<file path="src/rtl/sram_arbiter_pkg.sv">
// Shared types and constants for the four-port SRAM arbiter.
// Priority order is VGA > UART > M1 > M2.
package sram_arbiter_pkg;

  typedef enum logic [1:0] {
    S_ARB_IDLE = 2'd0,
    S_ARB_OWN  = 2'd1,
    S_ARB_TURN = 2'd2
  } arb_state_type;

  localparam logic [1:0] ARB_UART = 2'd0;
  localparam logic [1:0] ARB_M1   = 2'd1;
  localparam logic [1:0] ARB_M2   = 2'd2;
  localparam logic [1:0] ARB_VGA  = 2'd3;

  localparam logic [15:0] ARB_MAX_HOLD_DEFAULT = 16'd1024;

  // One-hot winner of a request vector, or zero when nothing is requested.
  function automatic logic [3:0] arb_pick(input logic [3:0] req);
    logic [3:0] grant;
    grant = '0;
    if (req[ARB_VGA]) begin
      grant[ARB_VGA] = 1'b1;
    end else if (req[ARB_UART]) begin
      grant[ARB_UART] = 1'b1;
    end else if (req[ARB_M1]) begin
      grant[ARB_M1] = 1'b1;
    end else if (req[ARB_M2]) begin
      grant[ARB_M2] = 1'b1;
    end
    return grant;
  endfunction

  function automatic logic [1:0] arb_index(input logic [3:0] grant);
    logic [1:0] idx;
    idx = ARB_UART;
    if (grant[ARB_VGA]) begin
      idx = ARB_VGA;
    end else if (grant[ARB_M1]) begin
      idx = ARB_M1;
    end else if (grant[ARB_M2]) begin
      idx = ARB_M2;
    end
    return idx;
  endfunction

endpackage

</file>
<file path="src/rtl/sram_read_tag_pipe.sv">
// Delay line carrying the requester tag of each issued read so the matching
// Read_valid bit fires READ_LATENCY cycles after the read was issued.
module sram_read_tag_pipe #(
  parameter int unsigned READ_LATENCY = 3
) (
  input  logic       Clock,
  input  logic       Resetn,
  input  logic       i_push_valid,
  input  logic [1:0] i_push_tag,
  output logic [3:0] o_read_valid,
  output logic       o_busy
);

  logic [READ_LATENCY-1:0]      r_valid;
  logic [READ_LATENCY-1:0][1:0] r_tag;

  always_ff @(posedge Clock or negedge Resetn) begin
    if (!Resetn) begin
      r_valid <= '0;
      r_tag   <= '0;
    end else begin
      r_valid[0] <= i_push_valid;
      r_tag[0]   <= i_push_tag;
      for (int i = 1; i < READ_LATENCY; i++) begin
        r_valid[i] <= r_valid[i-1];
        r_tag[i]   <= r_tag[i-1];
      end
    end
  end

  always_comb begin
    o_read_valid = '0;
    if (r_valid[READ_LATENCY-1]) begin
      o_read_valid[r_tag[READ_LATENCY-1]] = 1'b1;
    end
  end

  assign o_busy = |r_valid;

endmodule

</file>
<file path="src/rtl/sram_arbiter.sv">
// Four-requester SRAM arbiter: fixed priority, owner holds until release or a
// hold-limit forced release, one idle turnaround cycle between owners.
module sram_arbiter
  import sram_arbiter_pkg::*;
#(
  parameter int unsigned READ_LATENCY = 3,
  parameter logic [15:0] MAX_HOLD     = ARB_MAX_HOLD_DEFAULT
) (
  input  logic            Clock,
  input  logic            Resetn,
  input  logic [3:0]      Req,
  input  logic [3:0][17:0] Req_address,
  input  logic [3:0][15:0] Req_write_data,
  input  logic [3:0]      Req_we_n,
  output logic [3:0]      Grant,
  output logic [3:0]      Read_valid,
  output logic [17:0]     SRAM_address,
  output logic [15:0]     SRAM_write_data,
  output logic            SRAM_we_n,
  output logic            Busy
);

  localparam logic [15:0] HOLD_LAST = MAX_HOLD - 16'd1;

  arb_state_type r_state, w_state_next;
  logic [3:0]    r_grant, w_grant_next;
  logic [15:0]   r_hold_cnt, w_hold_cnt_next;
  logic [1:0]    w_owner;
  logic          w_others_req;
  logic          w_push_valid;
  logic          w_pipe_busy;

  assign w_owner      = arb_index(r_grant);
  assign w_others_req = |(Req & ~r_grant);

  always_ff @(posedge Clock or negedge Resetn) begin
    if (!Resetn) begin
      r_state    <= S_ARB_IDLE;
      r_grant    <= '0;
      r_hold_cnt <= '0;
    end else begin
      r_state    <= w_state_next;
      r_grant    <= w_grant_next;
      r_hold_cnt <= w_hold_cnt_next;
    end
  end

  always_comb begin
    w_state_next    = r_state;
    w_grant_next    = r_grant;
    w_hold_cnt_next = r_hold_cnt;
    unique case (r_state)
      S_ARB_IDLE: begin
        if (|Req) begin
          w_grant_next    = arb_pick(Req);
          w_hold_cnt_next = '0;
          w_state_next    = S_ARB_OWN;
        end
      end
      S_ARB_OWN: begin
        if (!Req[w_owner] || ((r_hold_cnt == HOLD_LAST) && w_others_req)) begin
          w_grant_next = '0;
          w_state_next = S_ARB_TURN;
        end else if (r_hold_cnt != HOLD_LAST) begin
          w_hold_cnt_next = r_hold_cnt + 16'd1;
        end
      end
      S_ARB_TURN: begin
        // A force-released owner still requesting competes here like anyone else.
        if (|Req) begin
          w_grant_next    = arb_pick(Req);
          w_hold_cnt_next = '0;
          w_state_next    = S_ARB_OWN;
        end else begin
          w_grant_next = '0;
          w_state_next = S_ARB_IDLE;
        end
      end
      default: begin
        w_grant_next = '0;
        w_state_next = S_ARB_IDLE;
      end
    endcase
  end

  always_comb begin
    SRAM_address    = '0;
    SRAM_write_data = '0;
    SRAM_we_n       = 1'b1;
    if (|r_grant) begin
      SRAM_address    = Req_address[w_owner];
      SRAM_write_data = Req_write_data[w_owner];
      SRAM_we_n       = Req_we_n[w_owner];
    end
  end

  // Reads are tagged on the granted cycle even if the owner is releasing.
  assign w_push_valid = (|r_grant) & Req_we_n[w_owner];

  sram_read_tag_pipe #(
    .READ_LATENCY (READ_LATENCY)
  ) u_tag_pipe (
    .Clock        (Clock),
    .Resetn       (Resetn),
    .i_push_valid (w_push_valid),
    .i_push_tag   (w_owner),
    .o_read_valid (Read_valid),
    .o_busy       (w_pipe_busy)
  );

  assign Grant = r_grant;
  assign Busy  = (|r_grant) | w_pipe_busy;

endmodule

</file>
<file path="config.mk">
export PLATFORM = sky130hd
export DESIGN_NAME = sram_arbiter
export DESIGN_NICKNAME = d
export VERILOG_FILES = /design/src/rtl/sram_arbiter_pkg.sv /design/src/rtl/sram_read_tag_pipe.sv /design/src/rtl/sram_arbiter.sv
export SDC_FILE = /design/constraint.sdc
export NUM_CORES = 1
export LEC_CHECK = 0
export CAP_MARGIN = 0
export CORE_ASPECT_RATIO = 1.5
export CORE_MARGIN = 2
export CORE_UTILIZATION = 35
export CTS_BUF_LIST = sky130_fd_sc_hd__clkbuf_8
export CTS_CLUSTER_DIAMETER = 30
export DETAILED_ROUTE_END_ITERATION = 8
export PLACE_DENSITY = 0.83
export SYNTH_ARGS = -nofsm -noshare
export SYNTH_HDL_FRONTEND = slang
export SYNTH_SLANG_ARGS = --single-unit
export TNS_END_PERCENT = 50
</file>
<file path="constraint.sdc">
create_clock -name Clock -period 2.6 [get_ports Clock]
set_clock_uncertainty 0.1 [all_clocks]
set_input_delay 0.52 -clock Clock [delete_from_list [all_inputs] [get_ports Clock]]
set_output_delay 0.52 -clock Clock [all_outputs]
set_load 0.02 [all_outputs]
</file>
== Word level (Yosys, flattened, before mapping) ==
Index checks and enable logic that the tools add are counted.
Cells by class
  add/subtract/negate cells: 1
  $lt $le $gt $ge: 3
  equality and inequality tests: 9
  muxes and demuxes: 36
  bitwise operators: 4
  reduce and logical (&&, ||, !) cells: 13
Operator list (count)
  2-to-1 mux 16 bit: 5
  binary-select mux 18 bit (select 2 bit): 1
  2-to-1 mux 18 bit: 2
  binary-select mux 16 bit (select 2 bit): 1
  one-hot mux 16 bit (2 select lines): 1
  adder 16 x 1 -> 16 bit, second input constant: 1
  equality test 16 x 10 -> 1 bit, second input constant: 1
  2-to-1 mux 4 bit: 4
  != test 16 x 10 -> 1 bit, second input constant: 1
  2-to-1 mux 2 bit: 6
  one-hot mux 4 bit (3 select lines): 1
  OR reduction 4 bit: 3
  2-to-1 mux 1 bit: 10
  != test 2 bit, second input constant: 4
  less-than comparator 2 x 3 -> 1 bit, second input constant: 2
  one-hot mux 2 bit (3 select lines): 1
  bitwise AND 4 bit: 1
  binary-select mux 1 bit (select 2 bit): 2
  NOT 4 bit: 1
  AND reduction 4 bit: 1
  2-to-1 mux 3 bit: 1
  OR reduction 3 bit: 1
  demux 1 bit (select 2 bit): 1
  equality test 2 x 1 -> 1 bit, second input constant: 1
  12 further kinds: 13
Storage, ports and cells
  bits in registers: 31
  input bits: 146
  output and inout bits: 44
  word-level logic and storage cells: 73

== Depth between registers and ports, before layout ==
Gate-level depths: netlist of run 1.
  depth in word-level cells: 9
  mapped depth: 7
  gate-level depth less buffers: 6

== By module ==
A second synthesis of run 1 with hierarchy kept.
Unflattened totals
  cells, all modules: 295
  area, all modules: 2572.5 um^2
By module, submodules not included
  sram_arbiter: instances 1, cells an instance 281, area each 2301.0 um^2, seq. area each 550.5 um^2
  sram_read_tag_pipe: instances 1, cells an instance 14, area each 271.5 um^2, seq. area each 225.2 um^2

== Worst setup path after synthesis of run 1 ==
Ideal clock, no wire load.
  path type: register -> output
  from: register r_grant[3], in the netlist Grant[3]
  to: output Busy
  data arrival time: 1.916 ns
  required time: 1.980 ns
  setup slack: 0.064 ns
  stages on the path, launching flop included: 7
  path buffers: 2
  path through: dfrtp_1 -> buf_2 -> nor2_2 -> inv_2 -> nor3_2 -> clkbuf_1 -> nand2_1
On the way
  longest elaborated chain between the ends: 2
RTL lines
  from (decl): RTL line sram_arbiter.sv:26  | logic [3:0] r_grant, w_grant_next;
  from (signal assigned): RTL line sram_arbiter.sv:43  | r_grant <= w_grant_next;
  OR reduction 4 bit: RTL line sram_arbiter.sv:112  | assign Busy = (|r_grant) | w_pipe_busy;
  bitwise OR 1 bit: RTL line sram_arbiter.sv:112
  to (decl): RTL line sram_arbiter.sv:20  | output logic Busy
Every way passes these cells.

== Final worst setup path of run 1 ==
  from: register r_grant[1], in the netlist Grant[1]
  to: output SRAM_address[13]
On the way
  longest elaborated chain between the ends: 5
  elaborated cells on any way between the ends: 6
  classes of those cells: 5 x mux; 1 x reduce/logical
RTL lines
  2-to-1 mux 2 bit: RTL line sram_arbiter_pkg.sv:39  | end else if (grant[ARB_M1]) begin
  2-to-1 mux 2 bit: RTL line sram_arbiter_pkg.sv:37  | if (grant[ARB_VGA]) begin
  binary-select mux 18 bit (select 2 bit): RTL line sram_arbiter.sv:91  | SRAM_address = Req_address[w_owner];
  2-to-1 mux 18 bit (not written as such): RTL line sram_arbiter.sv:91
  2-to-1 mux 18 bit (*): RTL line sram_arbiter.sv:90  | if (|r_grant) begin
  to (decl): RTL line sram_arbiter.sv:17  | output logic [17:0] SRAM_address,
Mark *: on every way between the ends. The rest lies on a longest branch, timed or not. The select of a mux whose other input is x is not followed.

==> results of run 1 <==
[power by group]
part / total, W / internal (W) / switching, W / leakage (nW)
clock: 0.000380 / 0.000207 / 0.000173 / 0.0470
combinational: 0.00349 / 0.00155 / 0.00194 / 1.65
sequential: 0.000671 / 0.000585 / 0.0000870 / 0.414
[worst paths after layout]
path	start	to	slack, ns	depth (start not counted)
hold / removal	u_tag_pipe.r_tag[3]$_DFF_PN0_	u_tag_pipe.r_tag[5]$_DFF_PN0_	0.25	0
min in group asynchronous	Resetn	r_hold_cnt[4]$_DFFE_PN0P_	0.54	2
max in group asynchronous	Resetn	u_tag_pipe.r_valid[1]$_DFF_PN0_	1.57	2
hold reg to reg	u_tag_pipe.r_tag[3]$_DFF_PN0_	u_tag_pipe.r_tag[5]$_DFF_PN0_	0.25	0
setup / recovery	Grant[1]$_DFFE_PN0P_	SRAM_address[13]	-0.22	5
setup reg to reg	r_hold_cnt[0]$_DFFE_PN0P_	r_hold_cnt[10]$_DFFE_PN0P_	0.33	6
[cells in the final DEF (no fill, tap or decap), types with 9 or more instances in the layout]
| master | netlist | routed |
|---|---|---|
| a21oi_1 | 48 | 47 |
| buf_4 | 0 | 37 |
| clkdlybuf4s50_1 | 0 | 160 |
| dfrtp_1 | 31 | 31 |
| dlymetal6s2s_1 | 0 | 23 |
| inv_1 | 10 | 10 |
| nand2_1 | 14 | 14 |
| nor2_1 | 9 | 9 |
| nor3_1 | 9 | 9 |
| o21ai_0 | 11 | 11 |
| o221ai_1 | 66 | 66 |
[state kept, by name, indices dropped and copies added, names as in the netlist]
signal,cells
r_state,2
r_hold_cnt,16
Grant,4
u_tag_pipe.r_tag,6
u_tag_pipe.r_valid,3
[logic make-up (layout without fill, tap and decap cells)]
logic type / Yosys count / after routing
adder cells (fa/ha/maj): 1 / 1
AND/OR/NAND/NOR: 76 / 76
multiplexers: 7 / 7
flip-flops: 31 / 31
buffers and inverters: 42 / 247
AO/OA/AOI/OAI: 144 / 144
[cell type report]
type,instances,area share
flip-flops and latches,31,0.161
well taps,78,0.0202
clock buffers,6,0.0171
inverters,13,0.0101
repair buffers,227,0.464
multi-input cells,228,0.327
clock inverters,1,0.00104
[critical path: stages, from the launching register on]
cell and delay, ns:
dfrtp_1 0.44, buf_4 0.27, buf_4 0.25, o221ai_1 0.18
a21oi_1 0.17, clkdlybuf4s50_1 0.61
[metrics by stage]
| stage | cells | setup TNS (ns) | area, sq um |
|---|---|---|---|
| finish | 584 | -1.43 | 4830 |
| global route | 584 | -2.44 | 4830 |
| CTS | 584 | -6.07 | 4760 |
| detailed placement | 577 | -0.185 | 4680 |
| global placement | 577 | -0.191 | 4680 |
| floorplan | 301 | 0 | 2510 |
[timing repair]
| action | 4_1_cts | 5_1_grt |
|---|---|---|
| resized for setup | 6 | 24 |
| endpoints found under the setup margin | 36 | 36 |
| hold buffers | 0 | 0 |
| gates cloned | 0 | 0 |
| hold endpoints to repair | 0 | 0 |
| pin swaps | 0 | 1 |
[routing by layer]
| layer | global-route usage | vias to the layer above | share of wire |
|---|---|---|---|
| li1 | - | 1649 | - |
| met1 | 0.351 | 1673 | 0.38 |
| met2 | 0.489 | 213 | 0.50 |
| met3 | 0.0693 | 20 | 0.11 |
| met4 | 0.0569 | 0 | 0.017 |
| met5 | 0 | - | 0 |
==> qor.csv, run 1 <==
stage,metric,value,unit
run_status,status,finished with violations,
run_status,failed_checks,negative setup slack,
timing,finalMaxSlewViolations,0,
clocking,cts_sinks,31,
power_and_ir_drop,peakVddDrop,0.583,mV
layout,multi_input_area,0.00158,sq mm
routing,post-route-drc-count,0,
timing,worst_hold_slack,0.247,ns
timing,setup_viol,8,
clocking,insertion_delay,0.28,ns
synth,synth_warnings,0,
routing,antenna_left,0,
critical_path,criticalPathCategory,reg2out,
timing,period_share,1.09,
clocking,cts_setup_buffers,0,
routing,vias_per_cell,6.09,
power_and_ir_drop,leakage,2.11,nW
routing,post_drt_wl_per_cell,19.1,um
routing,first_pass_iters,6,
critical_path,cp_data_arrival_time,2.20,ns
critical_path,endpoint_kind,output port,
synth,synth_fa_ha_area_frac,0.00499,
clocking,cts_buffers,5,
die,die_area,0.00787,sq mm
routing,postRouteWirelength,11200,um
hold_path,hp-class,reg2reg,
die,initial_utilization,0.363,
synth,synth_top_flop_cell,dfrtp_1,
flow_run,maxCapViolCount,0,
placed_design,gp_congestion,0.913,
power_and_ir_drop,powerDensity,941,mW/mm^2
die,die_w,73.1,um
global_route,grt_max_degree,32,
global_route,grt_pass1_vias,3558,
synth,synth_cells,301,
timing,setup_ws,-0.222,ns
global_route,grt.total_usage,0.283,
global_route,grt_pass1_wl,17500,um
timing,rsz0062_at_grt,true,
clocking,tritoncts,built,
synth,yosys.area.top_type,dfrtp_1,
layout,n_antenna_cell,0,
critical_path,cp-start-kind,flip-flop,
synth,synth.avg_cell_area,8.33,sq um
die,pin_count,190,
synth,synth_top_family_by_area,compound AO/OA/AOI/OAI gates,
timing,worst_pin_slew,0.501,ns
routing,vias,3555,
die,core,0.00690,sq mm
critical_path,critPathMaxFanout,19,
synth,synth_top_area_share,0.310,
synth,async_flop_share,1.00,
timing,fin_crit,2.82,ns
placed_design,detailed_place_hpwl,8970,um
synth,synth.area.mux_share,0.0280,
critical_path,required,1.98,ns
layout,syn_to_final_growth,92.6,%
global_route,overflow,0,
synth,synth_nets,448,
synth,yosys-top-cells-area,"dfrtp_1 31%, o221ai_1 23%, a21oi_1 9.6%",
routing,drt_first_iter_violations,369,
synth,ys_ff_latch,31,
clocking,clk_pin_slew,0.06,ns
placed_design,port_buffers,189,
clocking,cts_root_buf,clkbuf_8,
clocking,htreeDepth,2,
synth,yosysMostFrequentCell,o221ai_1,
placed_design,pre_cts_ws,-0.180,ns
layout,drive_above_1_share,0.113,
synth,synth-xor-area-share,0,
synth,syn_area,0.00251,sq mm
die,die_y,108,um
layout,final_util,0.700,
layout,nFillCells,543,
clocking,cts_buffer_depth,2,
synth,yosysUniqueCellTypes,44,
power_and_ir_drop,power,0.00454,W
timing,relSlewSlack,0.663,
timing,hold_violations,0,
layout,fin_nets,653,
timing,fmax,354,MHz
synth,synth_compound_area_frac,0.418,
layout,seq_area,776,sq um
die,num_rows,37,
synth,synth_edf_count,0,
synth,synth_top_cells_by_count,"66 x o221ai_1, 48 x a21oi_1, 31 x dfrtp_1",
synth,ys_seq_area_frac,0.310,
global_route,antenna_found_initial,0,
synth,synthSimpleGateAreaFrac,0.173,
Note: power is estimated with default switching activity, not from simulation.
==> run 2, diff against run 1 <==
--- a/config.mk
+++ b/config.mk
@@ -13,6 +13,7 @@
 export CTS_CLUSTER_DIAMETER = 30
 export DETAILED_ROUTE_END_ITERATION = 8
 export PLACE_DENSITY = 0.83
+export REMOVE_ABC_BUFFERS = 1
 export SYNTH_ARGS = -nofsm -noshare
 export SYNTH_HDL_FRONTEND = slang
 export SYNTH_SLANG_ARGS = --single-unit
==> run 2 against run 1 <==
Effect of this change:
- the flow now finishes without violations
- routed wire length increased by 6.6%
- worst setup slack improved by 0.26 ns
- global-route usage increased by 2.1 points
- clock power decreased by 3%
- die area unchanged
- hold slack improved by 0.0045 ns
- fmax increased by 10%
- final cell count decreased by 0.34%
- core utilization decreased by 0.49 points
- combinational power increased by 5%
- register-to-register slack got worse by 0.10 ns
- sequential cell count unchanged
==> qor.csv, run 2 (synthesis results as in run 1) <==
stage,metric,value,unit
run_status,status,"complete, no violations",
clocking,cts_buffers,5,
layout,final_cells,582,
layout,mostFrequentLayoutCell,clkdlybuf4s50_1,
power_and_ir_drop,combinationalPowerShare,0.777,
critical_path,cp-startpoint,Grant[3]$_DFFE_PN0P_,
clocking,cts_sinks,31,
timing,rsz0062_at_grt,true,
clocking,clk_pin_slew,0.07,ns
critical_path,worstPathCellList,nor2_4 > inv_2 > buf_4 > nor3_4 > bufbuf_16 > a21oi_1 > clkdlybuf4s15_1,
timing,fin_crit,2.56,ns
die,die_y,108,um
timing,fmax,390,MHz
critical_path,criticalPathCategory,reg2out,
global_route,antenna_found_initial,0,
critical_path,critPathMaxFanout,13,
flow_run,maxCapViolCount,0,
routing,vias_per_cell,6.18,
placed_design,detailed_place_hpwl,9280,um
placed_design,placed_area,0.00467,sq mm
critical_path,crit_family,buffers and inverters,
routing,postRouteWirelength,11900,um
power_and_ir_drop,peakVddDrop,0.518,mV
die,num_rows,37,
critical_path,worst-path-buf-inv,4,
timing,finalMaxSlewViolations,0,
timing,hold_violations,0,
layout,n_antenna_cell,0,
layout,design_area,0.00479,sq mm
die,pin_count,190,
global_route,grt_pass1_wl,18300,um
clocking,insertion_delay,0.29,ns
critical_path,cp-start-kind,flip-flop,
critical_path,slowest_delay,0.48,ns
global_route,grt_pass1_vias,3634,
layout,drive_above_1_share,0.181,
power_and_ir_drop,powerDensity,982,mW/mm^2
critical_path,endpoint_kind,output port,
power_and_ir_drop,p_int,0.00234,W
placed_design,placed_cells,571,
routing,vias,3599,
critical_path,crit_slowest_cell,dfrtp_2,
global_route,grt.total_usage,0.304,
timing,setup_viol,0,
critical_path,rr_worst_depth,6,
timing,period_share,0.987,
die,initial_utilization,0.363,
power_and_ir_drop,p_sw_frac,0.504,
power_and_ir_drop,p_clk_frac,0.078,
timing,relSlewSlack,0.682,
die,die_w,73.1,um
layout,nFillCells,565,
critical_path,r2r_start,r_hold_cnt[0]$_DFFE_PN0P_,
critical_path,cp_num_cells,7,
routing,first_pass_iters,7,
layout,top_register,r_hold_cnt,
critical_path,required,1.98,ns
timing,worst_pin_slew,0.476,ns
clocking,cts_buffer_depth,2,
power_and_ir_drop,leakage,1.84,nW
placed_design,port_buffers,189,
layout,final_cell_mix,"153 x clkdlybuf4s50_1, 66 x o221ai_1, 40 x a21oi_1, 31 x buf_4, 29 x dfrtp_1",
timing,setup_tns,0,ns
die,die_area,0.00787,sq mm
routing,antenna_left,0,
layout,largest_register_ffs,16,
routing,post-route-drc-count,0,
hold_path,hp-class,reg2reg,
power_and_ir_drop,power,0.00471,W
clocking,tritoncts,built,
critical_path,r2r_end,r_hold_cnt[10]$_DFFE_PN0P_,
global_route,grt_max_degree,36,
global_route,overflow,0,
critical_path,crit_end,SRAM_address[9],
routing,post_drt_wl_per_cell,20.5,um
clocking,cts_root_buf,clkbuf_8,
clocking,htreeDepth,2,
critical_path,r2r_setup_slack,0.23,ns
power_and_ir_drop,seqPwrFrac,0.144,
layout,syn_to_final_growth,91.3,%
layout,fin_nets,650,
routing,drt_first_iter_violations,360,
placed_design,gp_congestion,0.962,
power_and_ir_drop,switching_power,0.00237,W
critical_path,cp_data_arrival_time,1.94,ns
die,core,0.00690,sq mm
run 2: timing repair:
| action | 4_1_cts | 5_1_grt |
|---|---|---|
| setup endpoints to repair | 34 | 35 |
| gates cloned | 1 | 0 |
| endpoints found under the hold margin | 0 | 0 |
| buffers inserted | 2 | 0 |
| resized for setup | 59 | 47 |
| pin swaps | 0 | 0 |
| hold buffers | 0 | 0 |
run 2: per-stage QoR:
step                      setup slack (ns)  hold slack (ns)   util
after detailed placement            -0.157            0.236  0.677
final                               0.0351            0.252  0.695
after global routing               -0.0287            0.261  0.695
after global placement              -0.156            0.235  0.677
after CTS                           -0.217            0.254  0.698
after floorplan                      -2.13            0.124      -
run 2: area by class of cell:
type | instances | area (sq um) | area share
Timing Repair Buffer | 224 | 2170 | 0.452
Multi-Input combinational cell | 228 | 1620 | 0.338
Sequential cell | 31 | 778 | 0.162
Tap cell | 78 | 97.6 | 0.0204
Clock buffer | 5 | 68.8 | 0.0144
Inverter | 13 | 48.8 | 0.0102
Clock inverter | 3 | 16.3 | 0.00339
run 2: worst reg2reg max path, delay by kind of cell, from the launching register on:
kind                       cells  cell delay (ns)
AOI/OAI and AO/OA              3             0.54
adders and majority gates      1             0.25
DFF                            1             0.41
and+or+nand+nor                2             0.97
run 2: layer usage:
metal  routed length, um  part of all wire  track usage  vias to the layer above
li1                    -                 -            -                     1640
met1                4630              0.39        0.384                     1697
met2                5870              0.49        0.504                      237
met3                1160             0.098       0.0665                       25
met4                 257             0.022        0.101                        0
met5                   0                 0            0                        -
run 2: worst min path at each step:
stage,slack [ns],cells past startpoint,endpoint,start
after global routing,0.26,0,u_tag_pipe.r_tag[2]$_DFF_PN0_,u_tag_pipe.r_tag[0]$_DFF_PN0_
after CTS,0.25,0,u_tag_pipe.r_tag[3]$_DFF_PN0_,u_tag_pipe.r_tag[1]$_DFF_PN0_
after detailed placement,0.24,0,u_tag_pipe.r_tag[4]$_DFF_PN0_,u_tag_pipe.r_tag[2]$_DFF_PN0_
after global placement,0.23,0,u_tag_pipe.r_tag[4]$_DFF_PN0_,u_tag_pipe.r_tag[2]$_DFF_PN0_
after floorplan,0.12,0,Grant[0]$_DFFE_PN0P_,Resetn
final,0.25,0,u_tag_pipe.r_tag[4]$_DFF_PN0_,u_tag_pipe.r_tag[2]$_DFF_PN0_
run 2: power by group through the flow:
stage          clock network [W]  registers [W]  logic (W)
3_5_place_dp                   0       0.000678    0.00362
3_3_place_gp                   0       0.000674    0.00360
6_report                0.000369       0.000679    0.00366
4_1_cts                 0.000375       0.000671    0.00363
2_1_floorplan                  0       0.000723    0.00166
5_1_grt                 0.000393       0.000690    0.00388
==> run 3, diff against run 2 <==
--- a/config.mk
+++ b/config.mk
@@ -14,6 +14,7 @@
 export DETAILED_ROUTE_END_ITERATION = 8
 export PLACE_DENSITY = 0.83
 export REMOVE_ABC_BUFFERS = 1
+export SKIP_LAST_GASP = 1
 export SYNTH_ARGS = -nofsm -noshare
 export SYNTH_HDL_FRONTEND = slang
 export SYNTH_SLANG_ARGS = --single-unit
==> run 3 against run 2 <==
Effect of this change:
- total power up 1.0%
- the flow now finishes with violations (negative setup slack)
- highest routed layer unchanged
- register-to-register slack got worse by 0.05 ns
- clock power about the same
- first-iteration DRC count grew 0.83%
- largest cell class unchanged
- global-route usage hardly changed
- worst setup slack got worse by 0.22 ns
- combinational power increased by 1%
- sequential share of layout area fell by 0.20 points
- count of clock-buffer cells in the layout is the same
==> qor.csv, run 3 (synthesis results as in run 1) <==
stage,metric,value,unit
clocking,htreeDepth,2,
layout,drive_above_1_share,0.137,
placed_design,port_buffers,189,
layout,n_antenna_cell,0,
clocking,insertion_delay,0.29,ns
timing,setup_ws,-0.189,ns
placed_design,detailed_place_hpwl,9280,um
critical_path,endpoint_kind,output port,
timing,worst_pin_slew,0.515,ns
power_and_ir_drop,powerDensity,980,mW/mm^2
layout,syn_to_final_growth,93.6,%
clocking,cts_buffer_depth,2,
die,initial_utilization,0.363,
die,pin_count,190,
power_and_ir_drop,peakVddDrop,0.500,mV
critical_path,r2r_setup_slack,0.18,ns
layout,design_area,0.00485,sq mm
routing,drt_first_iter_violations,363,
layout,final_cell_mix,"154 x clkdlybuf4s50_1, 66 x o221ai_1, 44 x a21oi_1, 31 x buf_4, 29 x dfrtp_1",
timing,setup_viol,3,
timing,hold_violations,0,
global_route,met1_usage,0.382,
layout,largest_register_ffs,16,
layout,top_register,r_hold_cnt,
layout,mostFrequentLayoutCell,clkdlybuf4s50_1,
routing,post_drt_wl_per_cell,20.5,um
routing,postRouteWirelength,11900,um
critical_path,criticalPathCategory,reg2out,
global_route,grt_pass1_vias,3615,
die,die_y,108,um
global_route,overflow,0,
clocking,cts_buffers,5,
clocking,tritoncts,built,
global_route,grt_busiest_layer,met2,
timing,rsz0062_at_grt,true,
run_status,failed_checks,negative setup slack,
timing,fin_crit,2.79,ns
timing,relSlewSlack,0.654,
placed_design,placed_area,0.00467,sq mm
routing,post-route-drc-count,0,
global_route,grt_pass1_wl,18300,um
placed_design,pre_cts_ws,-0.157,ns
placed_design,gp_congestion,0.962,
timing,fmax,359,MHz
critical_path,critPathMaxFanout,13,
global_route,antenna_found_initial,0,
die,num_rows,37,
critical_path,cp_data_arrival_time,2.17,ns
routing,vias,3589,
routing,first_pass_iters,5,
global_route,use_met2,0.497,
die,die_area,0.00787,sq mm
clocking,cts_sinks,31,
timing,period_share,1.07,
die,core,0.00690,sq mm
critical_path,cp-start-kind,flip-flop,
die,die_w,73.1,um
layout,fin_nets,650,
flow_run,maxCapViolCount,0,
critical_path,required,1.98,ns
hold_path,hp-class,reg2reg,
global_route,grt_max_degree,36,
clocking,clk_pin_slew,0.07,ns
global_route,met3_usage,0.0740,
timing,finalMaxSlewViolations,0,
clocking,cts_root_buf,clkbuf_8,
routing,antenna_left,0,
global_route,grt.total_usage,0.303,
routing,vias_per_cell,6.17,
run_status,status,finished with violations,
power_and_ir_drop,leakage,2.01,nW
run 3: cell type report:
| type | instances | area (sq um) |
|---|---|---|
| repair buffers | 224 | 2250 |
| fillers | 558 | 2050 |
| multi-input cells | 228 | 1600 |
| flip-flops and latches | 31 | 778 |
| well taps | 78 | 97.6 |
| clock buffers | 5 | 68.8 |
| inverters | 13 | 48.8 |
| clock inverters | 3 | 16.3 |
run 3: final timing paths:
path,cells after the start,to,from
worst min register to register,0,u_tag_pipe.r_tag[4]$_DFF_PN0_,u_tag_pipe.r_tag[2]$_DFF_PN0_
max in group asynchronous,2,Grant[3]$_DFFE_PN0P_,Resetn
worst max-delay path,7,SRAM_address[8],Grant[3]$_DFFE_PN0P_
worst min-delay path,0,u_tag_pipe.r_tag[4]$_DFF_PN0_,u_tag_pipe.r_tag[2]$_DFF_PN0_
worst max register to register,6,r_state[0]$_DFFE_PN0P_,r_hold_cnt[0]$_DFFE_PN0P_
min in group asynchronous,2,r_hold_cnt[10]$_DFFE_PN0P_,Resetn
run 3: stage by stage:
stage                     TNS (ns)  total power, W   util  hold slack [ns]  std cells
after floorplan             -71.47         0.00238      -            0.124        272
after global placement      -0.797         0.00427  0.677            0.235        571
after detailed placement     -1.03         0.00430  0.677            0.236        571
after CTS                    -3.11         0.00470  0.695            0.254        582
after global routing        -0.863         0.00500  0.703            0.261        582
final                       -0.199         0.00476  0.703            0.250        582
run 3: power breakdown:
group          switching, W  internal (W)
Clock              0.000189      0.000183
Combinational       0.00208       0.00163
Sequential        0.0000909      0.000586
run 3: worst max-delay path, stage by stage (launching register included):
cell,delay (ns)
dfrtp_2,0.48
nor2_4,0.13
inv_2,0.05
buf_4,0.14
nor3_4,0.16
bufbuf_16,0.32
a21oi_1,0.05
clkdlybuf4s50_1,0.55
run 3: routing by layer:
metal / up-vias / wire (um)
met5: - / 0
met4: 0 / 303
met3: 22 / 1160
met2: 226 / 5790
met1: 1699 / 4660
li1: 1642 / -
run 3: timing repair:
action | CTS | global route
setup buffers | 2 | 0
setup endpoints to repair | 34 | 35
pin swaps | 0 | 0
gates cloned | 1 | 0
gates resized for setup | 33 | 25
hold buffers | 0 | 0
